File: src/rtl/fetch_sequencer.sv
// Fetch sequencer: owns the PC, reads instruction memory and buffers words in a 2-entry queue for decode.
// Optional halt-on-HALT_WORD behaviour is compiled in with `define FETCH_HALT_EN.
module fetch_sequencer #(
  parameter logic [31:0] RESET_PC  = 32'h00000000,
  parameter logic [31:0] HALT_WORD = 32'hFFFFFFFF
) (
  input  logic        Clk,
  input  logic        Reset,
  output logic [31:0] IM_Address,
  input  logic [31:0] IM_Instruction,
  input  logic        Redirect,
  input  logic [31:0] RedirectPC,
  output logic        OutValid,
  input  logic        OutReady,
  output logic [31:0] OutInstruction,
  output logic [31:0] OutPC,
  output logic [31:0] OutPCPlus4,
  output logic        Halted
);

  localparam logic [0:0] ST_RUN  = 1'b0;
  localparam logic [0:0] ST_HALT = 1'b1;

`ifdef FETCH_HALT_EN
  localparam bit HALT_EN = 1'b1;
`else
  localparam bit HALT_EN = 1'b0;
`endif

  logic [31:0] pc_q, pc_d;
  logic [1:0]  count_q, count_d;
  logic [0:0]  state_q, state_d;
  logic [31:0] e0_pc_q, e0_pc_d, e0_instr_q, e0_instr_d;
  logic [31:0] e1_pc_q, e1_pc_d, e1_instr_q, e1_instr_d;

  logic pop;
  logic push;

  assign OutValid       = (count_q != 2'd0);
  assign pop            = OutValid & OutReady;
  assign push           = (state_q == ST_RUN) & ((count_q < 2'd2) | pop) & ~Redirect;
  assign IM_Address     = pc_q;
  assign OutInstruction = OutValid ? e0_instr_q : '0;
  assign OutPC          = OutValid ? e0_pc_q : '0;
  assign OutPCPlus4     = OutValid ? (e0_pc_q + 32'd4) : '0;
  assign Halted         = HALT_EN && (state_q == ST_HALT);

  always_comb begin
    pc_d       = pc_q;
    count_d    = count_q;
    state_d    = state_q;
    e0_pc_d    = e0_pc_q;
    e0_instr_d = e0_instr_q;
    e1_pc_d    = e1_pc_q;
    e1_instr_d = e1_instr_q;

    if (Redirect) begin
      // Redirect wins over any pop this cycle: the head is discarded, not accepted.
      count_d = 2'd0;
      pc_d    = RedirectPC & ~32'h3;
      state_d = ST_RUN;
    end else begin
      if (push) begin
        pc_d = pc_q + 32'd4;
        if (HALT_EN && (IM_Instruction == HALT_WORD))
          state_d = ST_HALT;
      end
      case ({push, pop})
        2'b11: begin
          if (count_q == 2'd2) begin
            e0_pc_d    = e1_pc_q;
            e0_instr_d = e1_instr_q;
            e1_pc_d    = pc_q;
            e1_instr_d = IM_Instruction;
          end else begin
            e0_pc_d    = pc_q;
            e0_instr_d = IM_Instruction;
          end
        end
        2'b01: begin
          e0_pc_d    = e1_pc_q;
          e0_instr_d = e1_instr_q;
          count_d    = count_q - 2'd1;
        end
        2'b10: begin
          if (count_q == 2'd0) begin
            e0_pc_d    = pc_q;
            e0_instr_d = IM_Instruction;
          end else begin
            e1_pc_d    = pc_q;
            e1_instr_d = IM_Instruction;
          end
          count_d = count_q + 2'd1;
        end
        default: ;
      endcase
    end
  end

  always_ff @(posedge Clk or posedge Reset) begin
    if (Reset) begin
      pc_q       <= RESET_PC;
      count_q    <= 2'd0;
      state_q    <= ST_RUN;
      e0_pc_q    <= '0;
      e0_instr_q <= '0;
      e1_pc_q    <= '0;
      e1_instr_q <= '0;
    end else begin
      pc_q       <= pc_d;
      count_q    <= count_d;
      state_q    <= state_d;
      e0_pc_q    <= e0_pc_d;
      e0_instr_q <= e0_instr_d;
      e1_pc_q    <= e1_pc_d;
      e1_instr_q <= e1_instr_d;
    end
  end

endmodule

File: config.mk
export PLATFORM = sky130hd
export DESIGN_NAME = fetch_sequencer
export DESIGN_NICKNAME = d
export VERILOG_FILES = /design/src/rtl/fetch_sequencer.sv
export SDC_FILE = /design/constraint.sdc
export NUM_CORES = 1
export LEC_CHECK = 0
export ABC_AREA = 1
export BUFFER_PORTS_ARGS = -buffer_cell sky130_fd_sc_hd__buf_2
export CORE_MARGIN = 4
export CORE_UTILIZATION = 56
export CTS_BUF_LIST = sky130_fd_sc_hd__clkbuf_16
export CTS_CLUSTER_SIZE = 12
export DETAILED_ROUTE_END_ITERATION = 8
export PLACE_DENSITY = 0.81
export SYNTH_ARGS = -nofsm -noshare
export SYNTH_HDL_FRONTEND = slang
export SYNTH_SLANG_ARGS = --single-unit
File: constraint.sdc
create_clock -name Clk -period 6.5 [get_ports Clk]
set_input_delay 1.3 -clock Clk [delete_from_list [all_inputs] [get_ports Clk]]
set_output_delay 1.3 -clock Clk [all_outputs]
set_load 0.02 [all_outputs]
; ---- Word-level counts from Yosys, hierarchy flattened
; Cells that the tools add are included.
[classes]
n_addsub = 4
reduce_logical = 8
order_cmp = 1
bitwise_logic = 4
eq_ne = 7
n_mux = 19
[ops]
columns = op, n
row1 = $mux 32, 13
row2 = $pmux 32 s3, 2
row3 = $pmux 32 s2, 2
row4 = $add 32x3->32 const B, 2
row5 = $eq 2x2->1 const B, 3
row6 = $ne 2x2->1 const B, 3
row7 = $reduce_bool 2->1, 3
row8 = $reduce_bool 3->1, 2
row9 = $pmux 2 s2, 1
row10 = $reduce_and 4->1, 1
row11 = $reduce_and 3->1, 1
row12 = $add 2x1->2 const B, 1
row13 = $and 1x1->1, 2
row14 = $eq 2x1->1 const B, 1
row15 = $logic_not 2->1, 1
row16 = $lt 2x2->1 const B, 1
row17 = $mux 2, 1
row18 = $sub 2x1->2 const B, 1
row19 = $not 1->1, 1
row20 = $or 1x1->1, 1
[word_totals]
regBits = 162

; ---- Logic depth before layout (Yosys ltp)
; Gate-level depths: netlist of the first run.
[logic_depth]
ltp_word = 7
ltp_mapped = 12

; ---- Least setup slack after synthesis of the first run
; Ideal clock, no wire load.
[synth_path]
path_kind = input to register
startpoint = input Redirect
endpoint = register e0_instr_q[0]
required_time_ns = 6.418
stages = 11
n_path_buf = 4
t_arrival_ns = 3.134
slack_ns = 3.284
cell_sequence = buf_2 > inv_1 > nand2_1 > inv_2 > buf_2 > ha_1 > inv_2 > clkbuf_1 > clkbuf_1 > nand2_1 > a31oi_1
[synth_via]
elab_chain_len = 5
word_cells_on_any_way = 9
classes_between = 4 x eq/ne / 1 x mux / 2 x bitwise / 2 x reduce/logical
[synth_lines]
columns = item, line_no
row1 = start: declaration, 11  ; input logic Redirect,
row2 = $not 1->1 (no line) (*), n/a
row3 = $and 1x1->1, 41  ; assign push = (state_q == ST_RUN) & ((count_q < 2'd2) | pop) & ~Redirect;
row4 = $eq 2x2->1 or $eq 2x1->1 (tied branches), 68  ; case ({push, pop})
row5 = $ne 2x2->1 (no line) or $reduce_bool 3->1 (tied branches), n/a
row6 = $reduce_and 3->1 (no line), n/a
row7 = end signal: assignment, 114  ; e0_instr_q <= e0_instr_d;
row8 = end: declaration, 33  ; logic [31:0] e0_pc_q, e0_pc_d, e0_instr_q, e0_instr_d;
; Mark *: on every way between the ends. The rest lies on a longest branch, timed or not.
; A chain may end at the register's enable or synchronous reset.

; ---- Final worst setup path of the first run
[layout_path]
startpoint = input Redirect
endpoint = register e0_pc_q[24]
[layout_via]
elab_chain_len = 5
word_cells_on_any_way = 9
classes_between = 4 x eq/ne / 1 x mux / 2 x bitwise / 2 x reduce/logical
[layout_lines]
columns = item, line_no
row1 = $not 1->1 (no line) (*), n/a
row2 = $and 1x1->1, 41
row3 = $eq 2x2->1 or $eq 2x1->1 (tied branches), 68
row4 = $ne 2x2->1 (no line) or $reduce_bool 3->1 (tied branches), n/a
row5 = $reduce_and 3->1 (no line), n/a
row6 = end signal: assignment, 113  ; e0_pc_q <= e0_pc_d;
row7 = end: declaration, 33
; Marks and branches as above.

==> key figures, run 1 <==
Outcome
  – Result of the run: finished, final reports clean

Clock network
  – Clock Sinks: 157
  – Longest Clk Path Bufs: 2
  – CTS tree: done
  – Clk_lat worst skew: 0.43 ns
  – CTS Hold Bufs: 0
  – Setup Buffers After CTS: 0
  – Post_cts resized: 0
  – CTS Buf Count: 17
  – Clock root cell: clkbuf_16
  – CTS clock-pin slew for the worst setup and hold paths: 0.06 ns
  – H-Tree Depth: 4

Worst setup path
  – RR Endpoint: e0_pc_q[17]
  – WS Path Type: in -> reg
  – Reg2Reg Depth: 9
  – CP Launch Type: input pin
  – Worst EP required: 6.75 ns
  – Crit path capture type: flop
  – Worst reg2reg path startpoint: count_q[1]
  – Crit path arrival time: 4.48 ns
  – Reg-to-reg slack, setup: 3.31 ns
  – CP max FO: 62

Min path
  – Hold Path Sink: e0_pc_q[1]
  – Hold Path Depth: 2
  – Hold_sp: e0_pc_q[1]
  – Hold Crit Class: reg -> reg

Routing
  – Per-cell routed wire length: 15.02 µm
  – Via density: 5.498
  – Initial DRC Count: 941
  – Drt total wl: 27930 µm
  – Vias: 10220
  – Drt first pass iters: 6
  – Detail Route Antenna Nets: 0
  – Residual DRC: 0

Yosys
  – Synth Area in Adders: 0.6384%
  – Ys Warns: 0
  – Main combinational cell family by area after synthesis: simple AND/OR/NAND/NOR gates
  – Cell area after synthesis: 0.009799 mm²
  – Seq/Total Area, Yosys: 40.09%
  – Flops & latches, synth: 157
  – Syn Area/Cell: 6.590 µm²
  – Multiplexer share of the synthesized area: 0%
  – Unique cell type count in the Yosys netlist: 29
  – Post-synthesis xor/xnor area fraction: 1.073%
  – Post-synthesis compound-gate area fraction: 20.68%
  – Synth Area in Simple Gates: 26.92%
  – Cell count after synthesis: 1487

Floorplan
  – I/O pin cnt: 198
  – Core area: 0.01724 mm²
  – Floorplan die height: 140.3 µm
  – Initial core utilization: 56.85%
  – FP Rows: 48
  – Die area: 0.01968 mm²
  – Width of the chip: 140.3 µm

STA
  – Worst rel slew slack: 20.05%
  – Fmax: 236.3 MHz
  – Final Hold Viols: 0
  – Hold slack: 0.4934 ns
  – RSZ-0062 raised after global routing: false
  – Final Cycle Share: 65.09%
  – Layout Skew: 0.004934 ns
  – Final setup viols: 0
  – Setup_tns: 0 ns
  – Max-slew violations: 0
  – Worst slew pin tran: 1.199 ns
  – Final min period: 4.231 ns

Placed design
  – Routability cong.: 0.9209
  – Port bufs: 192
  – Placed Instances: 1827
  – Placed cell area: 0.01079 mm²
  – HPWL after DPL: 18670 µm

Finish
  – Most frequent cells in the layout: 373 x nand2_1, 225 x nor2_1, 202 x o21ai_0
  – Most common cell after layout, fill and taps aside: nand2_1
  – Area Overhead vs Synth: 16.04%
  – Finished Layout Cells: 1859
  – Nets: 1694
  – Layout cell share with drive strength beyond 1: 14.63%
  – Final Instance Area: 0.01137 mm²
  – Diodes inserted: 0

Pwr
  – Power Density: 464.1 mW/mm²
  – Total Power: 5.277 mW
  – Leak: 5.683 nW
  – Worst vdd ir: 246.0 µV

Global route
  – Largest net degree at the start of global routing: 127
  – Initial antenna violation count: 0
  – First-pass GRT wire length: 45800 µm
  – Vias in the first global route: 9344
  – Grt ovf: 0
  – GRT Util Overall: 28.04%

Job
  – Max-cap violation count: 0
-- where the power goes --
group | leakage [nW] | switching [mW] | internal [mW] | total (mW)
clock network | 0.288 | 0.407 | 0.596 | 1.00
logic | 3.50 | 1.71 | 0.780 | 2.49
registers | 1.89 | 0.389 | 1.39 | 1.78
-- registers in the layout, indices dropped and copies added (netlist names) --
name / flops
IM_Address: 30
e1_pc_q: 30
e1_instr_q: 32
e0_pc_q: 31
count_q: 2
e0_instr_q: 32
-- how the worst max path moves through the flow --
stage | start | to | slack (ns) | cells after the start
floorplan | Reset | IM_Address[10] | 0.97 | 1
global placement | Redirect | e0_pc_q[13] | 2.04 | 10
detailed placement | Redirect | e0_pc_q[10] | 1.93 | 10
CTS | Redirect | e0_pc_q[24] | 2.32 | 10
global route | Redirect | e0_pc_q[23] | 2.03 | 10
finish | Redirect | e0_pc_q[24] | 2.27 | 10
-- kinds of logic after synthesis --
| kind of cell | Yosys count |
|---|---|
| buf+inv | 262 |
| simple gates | 675 |
| xor+xnor | 12 |
| other cells | 1 |
| fa+ha+maj | 5 |
| compound gates | 375 |
| flops | 157 |
-- layout make-up --
type                            instances  area [µm²]
Fill cell                            1578        5866
Multi-Input combinational cell       1070        4877
Sequential cell                       157        3929
Timing Repair Buffer                  202        1049
Inverter                              173       655.6
Clock buffer                           17       425.4
Tap cell                              225       281.5
Clock inverter                         15       153.9
-- stage by stage --
step                      util, %  setup slack, ns
after floorplan                 -           0.9651
after global placement      62.61            2.044
after detailed placement    62.61            1.926
after CTS                   65.97            2.321
after global routing        65.97            2.032
final                       65.97            2.269
-- Yosys cell counts --
library cell,number,area share (%)
nand2_1,374,14
nor2_1,226,8.7
o21ai_0,202,10
inv_1,169,6.5
dfrtp_1,157,40
a21oi_1,77,3.9
a31oi_1,66,4.2
clkbuf_1,59,2.3
nand3_1,50,2.6
buf_2,23,1.2
nor3_1,20,1.0
a22oi_1,14,1.1
xor2_1,12,1.1
buf_4,6,0.46
o21ai_1,6,0.31
ha_1,5,0.64
o211ai_1,5,0.38
inv_2,3,0.11
nand4_1,3,0.19
a21oi_2,1,0.089
and2_1,1,0.064
buf_1,1,0.038
clkinv_1,1,0.038
conb_1,1,0.038
nor3_2,1,0.10
o211ai_2,1,0.13
o221ai_1,1,0.089
o22ai_1,1,0.064
o2bb2ai_1,1,0.089
-- worst max-delay path: stages --
cell and delay (ns):
buf_2 0.50, inv_1 0.37, nand2_1 0.39, inv_2 0.26
ha_1 0.36, clkinv_2 0.29, buf_4 0.60, a21oi_1 0.10
o21ai_0 0.14, a31oi_1 0.13
-- per-layer routing --
metal | track usage [%] | wire length (µm) | up-vias
li1 | - | - | 5068
met1 | 40.50 | 12440 | 4703
met2 | 44.23 | 12730 | 422
met3 | 5.292 | 2426 | 28
met4 | 6.374 | 324 | 0
met5 | 0 | 0 | -
Power figures use the tool's default switching activity.
==> inputs of run 2 (changes only) <==
ABC_AREA = 0   (was 1)
CORE_UTILIZATION = 54   (was 56)
clock period = 4 ns   (was 6.5 ns; I/O delays follow)
==> run 2 against run 1 <==
  * Clock skew increased by 0.00070 ns
  * Global-route usage decreased by 3.3 points
  * Critical path type is now reg -> out
  * Clock power increased by 54%
==> key figures, run 2 <==
STA
  – RSZ-0062 raised after global routing: false
  – Layout Skew: 0.005634 ns (+0.0007004 ns)
  – Final setup viols: 0 (unchanged)
  – Final Hold Viols: 0 (unchanged)
  – Final Cycle Share: 82.64%
  – Fmax: 302.5 MHz
  – Final min period: 3.306 ns
  – Setup_tns: 0 ns (unchanged)
  – Worst rel slew slack: 24.20% (+4.2 points)
  – Max-slew violations: 0 (unchanged)
  – Worst slew pin tran: 1.137 ns (-0.06231 ns)

Yosys
  – Leading post-synthesis cells by cell area: dfrtp_1 48%, mux2_2 9.3%, nor2_1 7.1%
  – Count leader, synth: dfrtp_1
  – Commonest cells in the netlist: 157 x dfrtp_1, 154 x nor2_1, 67 x mux2_2, 65 x and2_1, 63 x nand2_1
  – Flops & latches, synth: 157 (unchanged)
  – Unique cell type count in the Yosys netlist: 39 (+34%)
  – Ys async rst share: 100.0% (unchanged)
  – Syn Area/Cell: 9.777 µm² (+48%)
  – Ys Warns: 0 (unchanged)
  – Cell count after synthesis: 834 (-44%)
  – Seq/Total Area, Yosys: 48.18% (+8.1 points)
  – Yosys top cell by area: dfrtp_1
  – Synth top area share: 48.18% (+8.1 points)
  – Cell area after synthesis: 0.008154 mm² (-17%)
  – EDFF count, synth: 0 (unchanged)
  – Top FF cell, synth: dfrtp_1

Finish
  – Area Overhead vs Synth: 19.76%
  – Diodes inserted: 0 (unchanged)
  – Final Instance Area: 0.009766 mm² (-14%)
  – Nets: 1068 (-37%)
  – Most common cell after layout, fill and taps aside: buf_2
  – Most frequent cells in the layout: 192 x buf_2, 157 x dfrtp_1, 152 x nor2_1
  – Layout cell share with drive strength beyond 1: 30.39% (+16 points)
  – Finished Layout Cells: 1191 (-36%)
  – Regs by FF count: e0_instr_q (32), e1_instr_q (32), e0_pc_q (31)

Pwr
  – P_int: 4.486 mW (+62%)
  – Power Density: 776.7 mW/mm² (+67%)
  – Leak: 4.530 nW (-20%)
  – Flop pwr share: 37.0% (+3.2 points)
  – Switch Pwr: 3.099 mW (+24%)
  – Comb power frac: 42.6% (-4.6 points)
  – Clock share of power: 20.4% (+1.4 points)
  – Sw Ratio: 40.85% (-6.7 points)
  – Worst vdd ir: 351.9 µV (+43%)
  – Total Power: 7.585 mW (+44%)

Min path
  – Hold_sp: e0_instr_q[31]
  – Hold Path Sink: e0_instr_q[31]
  – Hold Crit Class: reg -> reg
  – Hold Path Depth: 1 (-1)

Clock network
  – Clock Sinks: 157 (unchanged)
  – CTS Buf Count: 17 (unchanged)
  – CTS clock-pin slew for the worst setup and hold paths: 0.06 ns (about the same)
  – Clk_lat worst skew: 0.42 ns (about the same)
  – H-Tree Depth: 4 (unchanged)
  – CTS tree: done
  – Longest Clk Path Bufs: 2 (unchanged)
  – Post_cts resized: 0 (unchanged)
  – CTS Hold Bufs: 0 (unchanged)
  – Clock root cell: clkbuf_16
  – Setup Buffers After CTS: 0 (unchanged)

Routing
  – Initial DRC Count: 531 (-44%)
  – Detail Route Antenna Nets: 0 (unchanged)
  – Vias: 6803 (-33%)
  – Drt total wl: 20780 µm (-26%)
  – Per-cell routed wire length: 17.45 µm (+16%)
  – Residual DRC: 0 (unchanged)
  – Via density: 5.712 (+3.9%)
  – Drt first pass iters: 4 (-2)

Global route
  – Largest net degree at the start of global routing: 158 (+24%)
  – GRT Util Overall: 24.79% (-3.3 points)
  – Initial antenna violation count: 1 (+1)
  – Vias in the first global route: 6586 (-30%)
  – Grt ovf: 0 (unchanged)
  – First-pass GRT wire length: 33520 µm (-27%)

Floorplan
  – I/O pin cnt: 198 (unchanged)
  – Die area: 0.01713 mm² (-13%)
  – Width of the chip: 130.9 µm (-6.7%)
  – FP Rows: 44 (-8.3%)
  – Initial core utilization: 55.68% (-1.2 points)
  – Core area: 0.01464 mm² (-15%)
  – Floorplan die height: 130.9 µm (-6.7%)

Outcome
  – Result of the run: finished, final reports clean

Placed design
  – Placed Instances: 1160 (-37%)
  – Port bufs: 192 (unchanged)
  – Routability cong.: 0.8640 (-6.2%)
  – HPWL after DPL: 14160 µm (-24%)
  – Placed cell area: 0.009203 mm² (-15%)

Worst setup path
  – Reg-to-reg slack, setup: 0.99 ns (-2.32 ns)
  – Worst EP required: 3.20 ns (-3.55 ns)
  – CP Launch Type: flop
  – Crit path launch: e0_pc_q[13]
  – Crit path capture type: output port
  – WS Path Type: reg -> out
  – Max stage delay cell, worst path: nor2b_1
  – RR Endpoint: e0_pc_q[22]
  – Crit-path cells: and4_1 -> nor2b_1 -> nand4_1 -> xor2_1 -> nor2_1 -> buf_2
  – Reg2Reg Depth: 9 (unchanged)
  – CP max stage delay: 0.57 ns (-0.03 ns)
  – Crit path arrival time: 2.51 ns (-1.97 ns)
  – Worst reg2reg path startpoint: count_q[1]
  – CP max FO: 10 (-84%)

Job
  – Max-cap violation count: 0 (unchanged)
## run 2: cell types whose count changed after synthesis, sizes merged, moves of 67 or more
cell / previous run / this run
inv: 172 / 13
o21ai: 208 / 26
a21oi: 78 / 3
mux2: 0 / 67
nand2: 374 / 64
nor2: 226 / 154
## run 2: stage by stage
stage | worst slack (ns) | hold slack [ns] | util (%)
floorplan | 1.094 | 0.4414 | -
CTS | 0.6993 | 0.4708 | 66.69
detailed placement | 0.7099 | 0.4585 | 62.84
global route | 0.5039 | 0.5036 | 66.69
global placement | 0.7290 | 0.4520 | 62.84
finish | 0.6944 | 0.4701 | 66.69
## run 2: layout make-up
type / count / area, µm²
clock buffers: 17 / 425.4
clock inverters: 14 / 137.6
fillers: 1157 / 4878
inverters: 13 / 52.55
multi-input cells: 601 / 3920
flip-flops and latches: 157 / 3929
well taps: 184 / 230.2
repair buffers: 205 / 1071
## run 2: worst max-delay path, delay by kind of cell, from the launching register on
family,cells,cell delay [ns]
xor gates and xnor gates,1,0.19
buffers and inverters,1,0.19
DFF,1,0.47
and+or+nand+nor,4,1.23
## run 2: metal layers
metal | GRT usage [%] | wire [µm] | vias up
li1 | - | - | 3216
met1 | 33.13 | 8880 | 3286
met2 | 40.11 | 9915 | 262
met3 | 5.407 | 1503 | 37
met4 | 8.832 | 469 | 2
met5 | 0 | 13 | -
## run 2: worst max path at each step
stage	end	slack, ns	cells past startpoint
after CTS	OutPCPlus4[31]	0.70	6
after global routing	OutPCPlus4[27]	0.50	7
after floorplan	e0_instr_q[0]	1.09	12
after global placement	e0_pc_q[24]	0.73	10
after detailed placement	e0_pc_q[11]	0.71	10
final	OutPCPlus4[31]	0.69	6
## run 2: logic make-up after synthesis
logic type | synth area share, %
other cells | 0.04599
compound gates | 10.31
fa+ha+maj | 0.7672
simple gates | 20.95
flops | 48.18
xor+xnor | 6.122
buf+inv | 4.250
mux | 9.375
## run 2: power by group through the flow
stage               Sequential, mW  Clock (mW)  Combinational [mW]
finish                        2.81        1.54                3.23
global route                  2.90        1.63                3.55
CTS                           2.80        1.57                3.26
detailed placement            2.82           0                3.24
global placement              2.78           0                3.18
floorplan                     2.68           0                2.33
==> inputs of run 3 (changes only) <==
CORE_UTILIZATION = 49   (was 54)
PLACE_DENSITY = 0.77   (was 0.81)
clock period = 3 ns   (was 4 ns; I/O delays follow)
==> run 3 against run 2 <==
  * Cell area up 2.4%
  * Final cell count up 3.8%
  * Via count about the same
  * Clock power up 33%
  * Largest power group unchanged
==> key figures, run 3 (same netlist as run 2, synthesis figures left out) <==
Finish
  – Multi-input logic area: 0.003936 mm² (+0.42%)
  – Fillers: 1375 (+19%)
  – Most frequent cells in the layout: 192 x buf_2, 153 x dfrtp_1, 152 x nor2_1
  – Regs by FF count: e0_instr_q (32), e1_instr_q (32), e0_pc_q (31)
  – Layout cell share with drive strength beyond 1: 32.16% (+1.8 points)
  – Most common cell after layout, fill and taps aside: buf_2
  – Area Overhead vs Synth: 22.60%
  – Finished Layout Cells: 1236 (+3.8%)
  – Diodes inserted: 0 (unchanged)
  – Reg area: 0.003934 mm² (+0.13%)
  – Nets: 1080 (+1.1%)

Placed design
  – Placed Instances: 1204 (+3.8%)
  – HPWL after DPL: 15280 µm (+7.8%)
  – Routability cong.: 0.9138 (+5.8%)
  – Post-Place Setup Slack: 0.1670 ns (-0.5429 ns)
  – Port bufs: 192 (unchanged)

Floorplan
  – FP Rows: 46 (+4.5%)
  – Width of the chip: 137 µm (+4.7%)
  – Core area: 0.01612 mm² (+10%)
  – Die area: 0.01877 mm² (+9.6%)
  – Initial core utilization: 50.60% (-5.1 points)
  – I/O pin cnt: 198 (unchanged)
  – Floorplan die height: 137 µm (+4.7%)

Routing
  – Residual DRC: 0 (unchanged)
  – Detail Route Antenna Nets: 0 (unchanged)
  – Via density: 5.499 (-3.7%)
  – Drt first pass iters: 4 (unchanged)
  – Drt total wl: 21290 µm (+2.4%)
  – Per-cell routed wire length: 17.22 µm (-1.3%)
  – Initial DRC Count: 508 (-4.3%)
  – Vias: 6797 (-0.088%)

STA
  – Max-slew violations: 0 (unchanged)
  – Worst rel slew slack: 40.90% (+17 points)
  – RSZ-0062 raised after global routing: false
  – Fmax: 346.3 MHz
  – Final Hold Viols: 0 (unchanged)
  – Worst setup margin: 0.1124 ns (-0.5820 ns)
  – Setup_tns: 0 ns (unchanged)
  – Layout Skew: 0.007603 ns (+0.001969 ns)
  – Final Cycle Share: 96.25%
  – Worst slew pin tran: 0.8847 ns (-0.2523 ns)
  – Final setup viols: 0 (unchanged)
  – Final min period: 2.888 ns

Outcome
  – Result of the run: finished, final reports clean

Global route
  – Vias in the first global route: 6484 (-1.5%)
  – Largest net degree at the start of global routing: 65 (-59%)
  – First-pass GRT wire length: 33930 µm (+1.2%)
  – Initial antenna violation count: 1 (unchanged)
  – GRT Util Overall: 22.97% (-1.8 points)
  – Grt ovf: 0 (unchanged)

Clock network
  – CTS Hold Bufs: 0 (unchanged)
  – H-Tree Depth: 4 (unchanged)
  – Clk_lat worst skew: 0.42 ns (about the same)
  – Clock Sinks: 157 (unchanged)
  – Setup Buffers After CTS: 0 (unchanged)
  – CTS clock-pin slew for the worst setup and hold paths: 0.06 ns (about the same)
  – Clock root cell: clkbuf_16
  – CTS tree: done
  – CTS Buf Count: 17 (unchanged)
  – Longest Clk Path Bufs: 2 (unchanged)

Pwr
  – Power Density: 1020 mW/mm² (+31%)
  – Switch Pwr: 4.214 mW (+36%)
  – Worst vdd ir: 547.3 µV (+56%)
  – Comb power frac: 42.9% (+0.3 points)
  – P_int: 5.981 mW (+33%)
  – Flop pwr share: 37.0% (about the same)
  – Clock share of power: 20.1% (-0.3 points)
  – Sw Ratio: 41.34% (+0.48 points)
  – Leak: 4.602 nW (+1.6%)

Worst setup path
  – Crit-path cells: nand3_1 -> nor4_4 -> nand2_1 -> nor3_1 -> mux2_2 -> buf_2
  – Worst EP required: 2.40 ns (-0.80 ns)
  – WS Path Type: reg -> out
  – CP Launch Type: flop
  – CP max FO: 6 (-4)
  – Crit path capture type: output port
  – Buffer and inverter count on the worst path: 1 (unchanged)
  – Worst path depth: 6 (unchanged)
  – Cell family with most CP delay: simple AND/OR/NAND/NOR gates
  – Crit path arrival time: 2.29 ns (-0.22 ns)
  – Reg2Reg Depth: 8 (-1)
  – Max stage delay cell, worst path: dfrtp_1
  – CP max stage delay: 0.44 ns (-0.13 ns)

Min path
  – Hold Crit Class: in -> async

Job
  – Max-cap violation count: 0 (unchanged)
[run 3: cell count changes in the layout (fill, tap and decap cells not counted), sizes merged]
cell / change
clkinv: +2
bufinv: -1
inv: -2
clkinvlp: +2
buf: +12
[run 3: final timing paths]
kind,startpoint,end,slack (ns)
max,e0_pc_q[5],OutPCPlus4[27],0.11
min,Reset,e1_instr_q[23],0.36
max reg2reg,count_q[1],e0_instr_q[16],0.27
min reg2reg,e0_pc_q[1],e0_pc_q[1],0.48
max in group asynchronous,Reset,e1_instr_q[12],1.94
min in group Clk,RedirectPC[20],IM_Address[20],0.38
[run 3: metal layers]
metal	track usage [%]	share of wire (%)	vias up
met3	4.007	5.8	30
met1	31.07	43	3292
met4	7.761	1.9	2
met2	37.52	49	224
met5	0	0.061	-
li1	-	-	3249
[run 3: cell type report]
cell class | instances | area share, %
multi-input combinational | 601 | 39.37
sequential | 157 | 39.35
timing repair buffer | 217 | 12.49
clock buffer | 17 | 4.255
tap | 216 | 2.703
clock inverter | 15 | 1.302
inverter | 13 | 0.5257
[run 3: through the flow]
| stage | hold slack (ns) | total power, mW | area, µm² | utilization [%] |
|---|---|---|---|---|
| floorplan | 0.4414 | 6.680 | 8165 | - |
| global placement | 0.4536 | 8.033 | 9420 | 58.46 |
| detailed placement | 0.4666 | 8.184 | 9420 | 58.46 |
| CTS | 0.3702 | 10.25 | 9986 | 61.96 |
| global route | 0.3870 | 10.86 | 9997 | 62.03 |
| finish | 0.3633 | 10.19 | 9997 | 62.03 |
[run 3: power by group through the flow]
stage          Combinational (mW)  Sequential (mW)  Clock, mW
2_1_floorplan                3.10             3.58          0
3_3_place_gp                 4.30             3.73          0
3_5_place_dp                 4.39             3.79          0
4_1_cts                      4.42             3.76       2.07
5_1_grt                      4.80             3.89       2.16
6_report                     4.38             3.77       2.05
[run 3: what timing repair did]
item | 4_1_cts | 5_1_grt
pin swaps | 0 | 2
cloned | 0 | 0
resized for setup | 2 | 5
endpoints found under the setup margin | 2 | 12
